**src/rtl/sdram_rw_sched_if.sv**
```systemverilog
// Scheduler <-> SDRAM controller / FIFO bundle.
// master: the scheduler; slave: controller and FIFO side.
interface sdram_rw_sched_if;
  logic [9:0]  wr_fifo_usedw;
  logic [9:0]  rd_fifo_usedw;
  logic        rd_enable;
  logic        Wr_data_vaild;
  logic        Rd_data_vaild;
  logic        WRITE_done;
  logic        READ_done;
  logic        Wr;
  logic        Rd;
  logic [12:0] caddr;
  logic [12:0] raddr;
  logic [1:0]  baddr;
  logic        wr_fifo_rden;
  logic        rd_fifo_wren;
  logic        frame_wr_done;

  modport master (
    input  wr_fifo_usedw, rd_fifo_usedw, rd_enable, Wr_data_vaild, Rd_data_vaild,
           WRITE_done, READ_done,
    output Wr, Rd, caddr, raddr, baddr, wr_fifo_rden, rd_fifo_wren, frame_wr_done
  );

  modport slave (
    output wr_fifo_usedw, rd_fifo_usedw, rd_enable, Wr_data_vaild, Rd_data_vaild,
           WRITE_done, READ_done,
    input  Wr, Rd, caddr, raddr, baddr, wr_fifo_rden, rd_fifo_wren, frame_wr_done
  );
endinterface

```
**src/rtl/sdram_rw_sched.sv**
```systemverilog
// SDRAM burst read/write scheduler: round-robin between the UART write FIFO
// and the TFT read FIFO, one burst at a time, with per-path frame burst index.
// Optional macro SCHED_PINGPONG_EN: write and read frames ping-pong between
// banks 0 and 1; without it every access goes to bank 0.
module sdram_rw_sched #(
  parameter int BURST_LEN    = 8,
  parameter int FRAME_BURSTS = 16320,
  parameter int RD_LOW       = 256
) (
  input  logic            clk_100m,
  input  logic            rst_n,
  sdram_rw_sched_if.master bus
);
  localparam logic [2:0] IDLE    = 3'd0;
  localparam logic [2:0] WR_REQ  = 3'd1;
  localparam logic [2:0] WR_WAIT = 3'd2;
  localparam logic [2:0] RD_REQ  = 3'd3;
  localparam logic [2:0] RD_WAIT = 3'd4;

  localparam logic [9:0]  BL_LVL   = 10'(BURST_LEN);
  localparam logic [9:0]  RD_LVL   = 10'(RD_LOW);
  localparam logic [18:0] LAST_IDX = 19'(FRAME_BURSTS - 1);

  logic [2:0]  state;
  logic        favour_wr;
  logic [18:0] wr_idx, rd_idx, sel_idx;
  logic        wr_elig, rd_elig, grant_wr;
  logic        wr_done_evt, rd_done_evt;
  logic [1:0]  wr_bank, rd_bank;

  assign wr_elig  = bus.wr_fifo_usedw >= BL_LVL;
  assign rd_elig  = bus.rd_enable && (bus.rd_fifo_usedw <= RD_LVL);
  // a lone eligible path wins; on a tie the pointer decides
  assign grant_wr = wr_elig && (!rd_elig || favour_wr);
  assign sel_idx  = grant_wr ? wr_idx : rd_idx;

  // done pulses only count in the matching wait state
  assign wr_done_evt = (state == WR_WAIT) && bus.WRITE_done;
  assign rd_done_evt = (state == RD_WAIT) && bus.READ_done;

  assign bus.Wr           = (state == WR_REQ);
  assign bus.Rd           = (state == RD_REQ);
  assign bus.wr_fifo_rden = bus.Wr_data_vaild;
  assign bus.rd_fifo_wren = bus.Rd_data_vaild;

  // scheduler FSM, round-robin pointer and address latch at grant time
  always_ff @(posedge clk_100m or negedge rst_n) begin
    if (!rst_n) begin
      state     <= IDLE;
      favour_wr <= 1'b1;
      bus.caddr <= '0;
      bus.raddr <= '0;
      bus.baddr <= '0;
    end else begin
      case (state)
        IDLE: if (wr_elig || rd_elig) begin
          state     <= grant_wr ? WR_REQ : RD_REQ;
          favour_wr <= !grant_wr;
          bus.caddr <= {4'b0000, sel_idx[5:0], 3'b000};
          bus.raddr <= sel_idx[18:6];
          bus.baddr <= grant_wr ? wr_bank : rd_bank;
        end
        WR_REQ:  if (bus.Wr_data_vaild) state <= WR_WAIT;
        WR_WAIT: if (bus.WRITE_done)    state <= IDLE;
        RD_REQ:  if (bus.Rd_data_vaild) state <= RD_WAIT;
        RD_WAIT: if (bus.READ_done)     state <= IDLE;
        default: state <= IDLE;
      endcase
    end
  end

  // per-path burst indices; end-of-frame pulse on the last write burst
  always_ff @(posedge clk_100m or negedge rst_n) begin
    if (!rst_n) begin
      wr_idx            <= '0;
      rd_idx            <= '0;
      bus.frame_wr_done <= 1'b0;
    end else begin
      bus.frame_wr_done <= wr_done_evt && (wr_idx == LAST_IDX);
      if (wr_done_evt) wr_idx <= (wr_idx == LAST_IDX) ? '0 : wr_idx + 19'd1;
      if (rd_done_evt) rd_idx <= (rd_idx == LAST_IDX) ? '0 : rd_idx + 19'd1;
    end
  end

`ifdef SCHED_PINGPONG_EN
  logic wr_bank_q, rd_bank_q, done_bank, frame_seen;

  // write bank flips per finished frame; reads follow at their own frame wrap
  always_ff @(posedge clk_100m or negedge rst_n) begin
    if (!rst_n) begin
      wr_bank_q  <= 1'b0;
      rd_bank_q  <= 1'b1;
      done_bank  <= 1'b0;
      frame_seen <= 1'b0;
    end else begin
      if (wr_done_evt && (wr_idx == LAST_IDX)) begin
        wr_bank_q  <= ~wr_bank_q;
        done_bank  <= wr_bank_q;
        frame_seen <= 1'b1;
      end
      if (rd_done_evt && (rd_idx == LAST_IDX))
        rd_bank_q <= frame_seen ? done_bank : 1'b1;
    end
  end

  assign wr_bank = {1'b0, wr_bank_q};
  assign rd_bank = {1'b0, rd_bank_q};
`else
  assign wr_bank = 2'b00;
  assign rd_bank = 2'b00;
`endif
endmodule
```
**src/flat_wrapper.sv**
```systemverilog
// flat-port wrapper written by rule: the top's interface ports become plain ports
module sdram_rw_sched_flat 
#(
  parameter int BURST_LEN    = 8,
  parameter int FRAME_BURSTS = 16320,
  parameter int RD_LOW       = 256
)
  (clk_100m, rst_n, bus_wr_fifo_usedw, bus_rd_fifo_usedw, bus_rd_enable, bus_Wr_data_vaild, bus_Rd_data_vaild, bus_WRITE_done, bus_READ_done, bus_Wr, bus_Rd, bus_caddr, bus_raddr, bus_baddr, bus_wr_fifo_rden, bus_rd_fifo_wren, bus_frame_wr_done);
  sdram_rw_sched_if bus_i ();
  input  logic clk_100m;
  input  logic rst_n;
  input wire logic [$bits(bus_i.wr_fifo_usedw)-1:0] bus_wr_fifo_usedw;
  input wire logic [$bits(bus_i.rd_fifo_usedw)-1:0] bus_rd_fifo_usedw;
  input wire logic [$bits(bus_i.rd_enable)-1:0] bus_rd_enable;
  input wire logic [$bits(bus_i.Wr_data_vaild)-1:0] bus_Wr_data_vaild;
  input wire logic [$bits(bus_i.Rd_data_vaild)-1:0] bus_Rd_data_vaild;
  input wire logic [$bits(bus_i.WRITE_done)-1:0] bus_WRITE_done;
  input wire logic [$bits(bus_i.READ_done)-1:0] bus_READ_done;
  output wire logic [$bits(bus_i.Wr)-1:0] bus_Wr;
  output wire logic [$bits(bus_i.Rd)-1:0] bus_Rd;
  output wire logic [$bits(bus_i.caddr)-1:0] bus_caddr;
  output wire logic [$bits(bus_i.raddr)-1:0] bus_raddr;
  output wire logic [$bits(bus_i.baddr)-1:0] bus_baddr;
  output wire logic [$bits(bus_i.wr_fifo_rden)-1:0] bus_wr_fifo_rden;
  output wire logic [$bits(bus_i.rd_fifo_wren)-1:0] bus_rd_fifo_wren;
  output wire logic [$bits(bus_i.frame_wr_done)-1:0] bus_frame_wr_done;
  assign bus_i.wr_fifo_usedw = bus_wr_fifo_usedw;
  assign bus_i.rd_fifo_usedw = bus_rd_fifo_usedw;
  assign bus_i.rd_enable = bus_rd_enable;
  assign bus_i.Wr_data_vaild = bus_Wr_data_vaild;
  assign bus_i.Rd_data_vaild = bus_Rd_data_vaild;
  assign bus_i.WRITE_done = bus_WRITE_done;
  assign bus_i.READ_done = bus_READ_done;
  assign bus_Wr = bus_i.Wr;
  assign bus_Rd = bus_i.Rd;
  assign bus_caddr = bus_i.caddr;
  assign bus_raddr = bus_i.raddr;
  assign bus_baddr = bus_i.baddr;
  assign bus_wr_fifo_rden = bus_i.wr_fifo_rden;
  assign bus_rd_fifo_wren = bus_i.rd_fifo_wren;
  assign bus_frame_wr_done = bus_i.frame_wr_done;
  sdram_rw_sched #(.BURST_LEN(BURST_LEN), .FRAME_BURSTS(FRAME_BURSTS), .RD_LOW(RD_LOW)) u_core (.clk_100m(clk_100m), .rst_n(rst_n), .bus(bus_i));
endmodule
```
**config.mk**
```make
export PLATFORM = sky130hd
export DESIGN_NAME = sdram_rw_sched_flat
export DESIGN_NICKNAME = d
export VERILOG_FILES = /design/src/rtl/sdram_rw_sched_if.sv /design/src/rtl/sdram_rw_sched.sv /design/src/flat_wrapper.sv
export SDC_FILE = /design/constraint.sdc
export NUM_CORES = 1
export LEC_CHECK = 0
export CORE_ASPECT_RATIO = 1.75
export CORE_MARGIN = 2
export CORE_UTILIZATION = 48
export DETAILED_ROUTE_END_ITERATION = 12
export PLACE_DENSITY = 0.77
export SYNTH_ARGS = -nofsm -noshare
export SYNTH_HDL_FRONTEND = slang
export SYNTH_SLANG_ARGS = --single-unit
```
**constraint.sdc**
```tcl
create_clock -name clk_100m -period 2 [get_ports clk_100m]
set_clock_uncertainty 0.1 [all_clocks]
set_input_delay 0.2 -clock clk_100m [delete_from_list [all_inputs] [get_ports clk_100m]]
set_output_delay 0.2 -clock clk_100m [all_outputs]
set_load 0.005 [all_outputs]
```
==> results.toml <==
[clock_tree]
clk_pin_slew_ns = 0.05
cts_tree = "yes"
clock_sinks = 62
cts_buffers = 9
cts-root-buf = "clkbuf_16"
cts_max_path_buffers = 2
clk-insertion-delay-late_ns = 0.33
h-tree-depth = 3

[drt]
drc = 0
vias = 2756
wl_per_cell_um = 17.2
vias_per_cell = 5.62
wl_mm = 8.44
initialDrtViolationCount = 101
antenna_left = 0
drt_pass1_iterations = 4

[logic_synthesis]
yosysTopAreaCell = "dfrtp_1"
syn_inst = 318
ys_types = 46
yosysTopAreaCellShare = 0.457
synth-seq-cells = 62
synth_warnings = 0
yosysSeqAreaShare = 0.464
syn_area_um2 = 3340
synth.avg_cell_area_um2 = 10.5
ys_top_cells_by_area = "dfrtp_1 46%, mux2_4 8.1%, mux2_2 7.1%"

[global_route]
grt_max_degree = 63
gr-usage-met1 = 0.245
gr-total-overflow = 0
antenna_found_initial = 0
grt_first_pass_wirelength_mm = 13.6
grt_use_met3 = 0.0688
gr-usage-met2 = 0.428
first_global_vias = 2772
top_usage_layer = "met2"
grt_usage = 0.247

[worst_setup_path]
rrSetupSlack_ns = 0.03
critPathLaunch = "bus_rd_fifo_usedw[5]"
cp-end-kind = "flop"
worst_ep_arrival_time_ns = 2.12
cp_max_fo = 5
criticalPathCategory = "input port to flop"
required_ns = 2.12
r2r-end = "u_core.rd_idx[6]$_DFFE_PN0P_"
critPathCapture = "u_core.bus.caddr[5]$_DFFE_PN0P_"
reg2reg_from = "u_core.rd_idx[16]$_DFFE_PN0P_"
worstSetupStartpointType = "input port"
r2r_cells = 5

[floorplan]
die_area_um2 = 7670
fp.coreArea_um2 = 6810
die_w_um = 67.1
rows = 40
initial_core_util = 0.491
io_pins = 60
die_h_um = 114

[sta]
hold_viol_final = 0
period_minus_slack_ns = 2.00
rsz0062_at_grt = "true"
final_max_slew_viol_count = 0
fin_crit_sh = 1.00
clock.fmax_mhz = 500
finalSetupViolCount = 0

[placement]
hpwl_mm = 5.69
gp_congestion = 0.899
dpl.cell_count = 466
port_buffers = 47

[cells_and_area]
num_antenna_cells = 0
area_delta_synth_final_pct = 36.3
fill_cells = 510
fin_util = 0.669
multiInputGateArea_um2 = 1700
layoutNonFillerInstCount = 490
regArea_um2 = 1550
drive_above_1_share = 0.291
final_nets = 430

[status]
status = "complete, no violations"

[power_and_ir_drop]
p_leak_nw = 2.15
ir_worst_vdd_mv = 0.701
powerDensity_nw_per_um2 = 1040
p_total_mw = 4.72

[run]
maxCapViolations = 0

[worst_hold_path]
hp-class = "input port to async pin"
-- critical path, stage by stage --
cell and delay (ns):
buf_6 0.09, or4_4 0.52, o21ai_2 0.16, a21oi_1 0.08, or4_4 0.47, buf_6 0.17
buf_16 0.14, mux2_4 0.29
-- Yosys cell counts, drive strengths merged --
library cell  count
or4               4
nor2b             1
o2bb2ai           1
or3b              1
and4              2
nand2            29
a211o             2
and2              6
nand3b            2
a32o              1
conb              1
mux2             39
nor4              5
nand4             5
nor2             25
a31oi             4
nand3            20
ha                2
nor3b             1
nor3              4
xnor2            12
dfrtp            61
and3              7
a21o              2
xor2              8
o22ai             1
nand2b            2
buf              15
nor4bb            3
clkbuf           10
mux2i             4
a21boi            1
o21ai            13
a32oi             1
a21oi            13
inv               7
dfstp             1
and3b             1
nand4bb           1
-- power breakdown --
part           switching (mW)  internal [mW]  total, mW
clock network           0.540           1.19       1.73
logic                   0.565          0.855       1.42
registers               0.143           1.43       1.57
total                    1.25           3.47       4.72
-- flip-flops by register name, indices dropped and copies added (netlist names) --
name,cells
u_core.bus.frame_wr_done,1
u_core.bus.caddr,6
u_core.state,3
u_core.bus.raddr,13
u_core.favour_wr,1
u_core.wr_idx,19
u_core.rd_idx,19
-- layout make-up --
type                    instances  area share
clock inverters                 3      0.0143
well taps                      84      0.0231
inverters                       7     0.00577
flip-flops and latches         62       0.341
repair buffers                 89       0.185
multi-input cells             232       0.372
clock buffers                  13      0.0593
-- worst min path at each step --
stage           from                              end  slack [ns]  cells past startpoint
3_3_place_gp   rst_n     u_core.wr_idx[3]$_DFFE_PN0P_        0.13                      2
3_5_place_dp   rst_n     u_core.wr_idx[0]$_DFFE_PN0P_        0.14                      2
5_1_grt        rst_n     u_core.wr_idx[0]$_DFFE_PN0P_        0.37                      3
4_1_cts        rst_n     u_core.wr_idx[0]$_DFFE_PN0P_        0.33                      3
2_1_floorplan  rst_n  u_core.bus.caddr[3]$_DFFE_PN0P_       -0.20                      0
6_report       rst_n     u_core.wr_idx[0]$_DFFE_PN0P_        0.35                      3
-- layer usage --
| layer | part of all wire | wire (um) |
|---|---|---|
| met2 | 0.53 | 4480 |
| met1 | 0.35 | 2940 |
| met4 | 0.067 | 563 |
| met3 | 0.053 | 449 |
| met5 | 0 | 0 |
-- metrics by stage --
| stage | hold slack (ns) | setup TNS (ns) | setup slack (ns) | cell area (um^2) |
|---|---|---|---|---|
| floorplan | -0.196 | -1.32 | -0.0750 | 3380 |
| global placement | 0.127 | -10.90 | -0.514 | 4090 |
| detailed placement | 0.139 | -12.05 | -0.565 | 4090 |
| CTS | 0.326 | -0.501 | -0.0394 | 4560 |
| global route | 0.367 | -0.466 | -0.0426 | 4560 |
| finish | 0.349 | 0 | 0.000827 | 4560 |
-- cell usage in the layout, fill, tap and decap left out, types with 7 or more instances in the layout --
| master | count |
|---|---|
| xnor2_1 | 12 |
| inv_1 | 7 |
| and3_1 | 7 |
| conb_1 | 9 |
| nor2_1 | 25 |
| mux2_2 | 21 |
| buf_4 | 34 |
| xor2_1 | 8 |
| nand2_1 | 28 |
| mux2_4 | 18 |
| clkdlybuf4s50_1 | 37 |
| nand3_1 | 20 |
| clkbuf_16 | 9 |
| dfrtp_1 | 61 |
| o21ai_0 | 8 |
| a21oi_1 | 12 |
-- cells by family after synthesis --
family	synth area share
other	0.00112
adders and majority gates	0.00748
DFF	0.464
buffers and inverters	0.0535
AOI/OAI and AO/OA	0.0696
and+or+nand+nor	0.188
muxes	0.164
xor gates and xnor gates	0.0524
-- repair_timing --
| item | in CTS | in global routing |
|---|---|---|
| pin swaps | 6 | 9 |
| gates resized for setup | 34 | 10 |
| hold buffers | 1 | 0 |
| setup buffers | 4 | 2 |
| hold endpoints to repair | 61 | 0 |
| gates cloned | 3 | 0 |
| setup endpoints to repair | 32 | 32 |
Note: power is estimated with default switching activity, not from simulation.
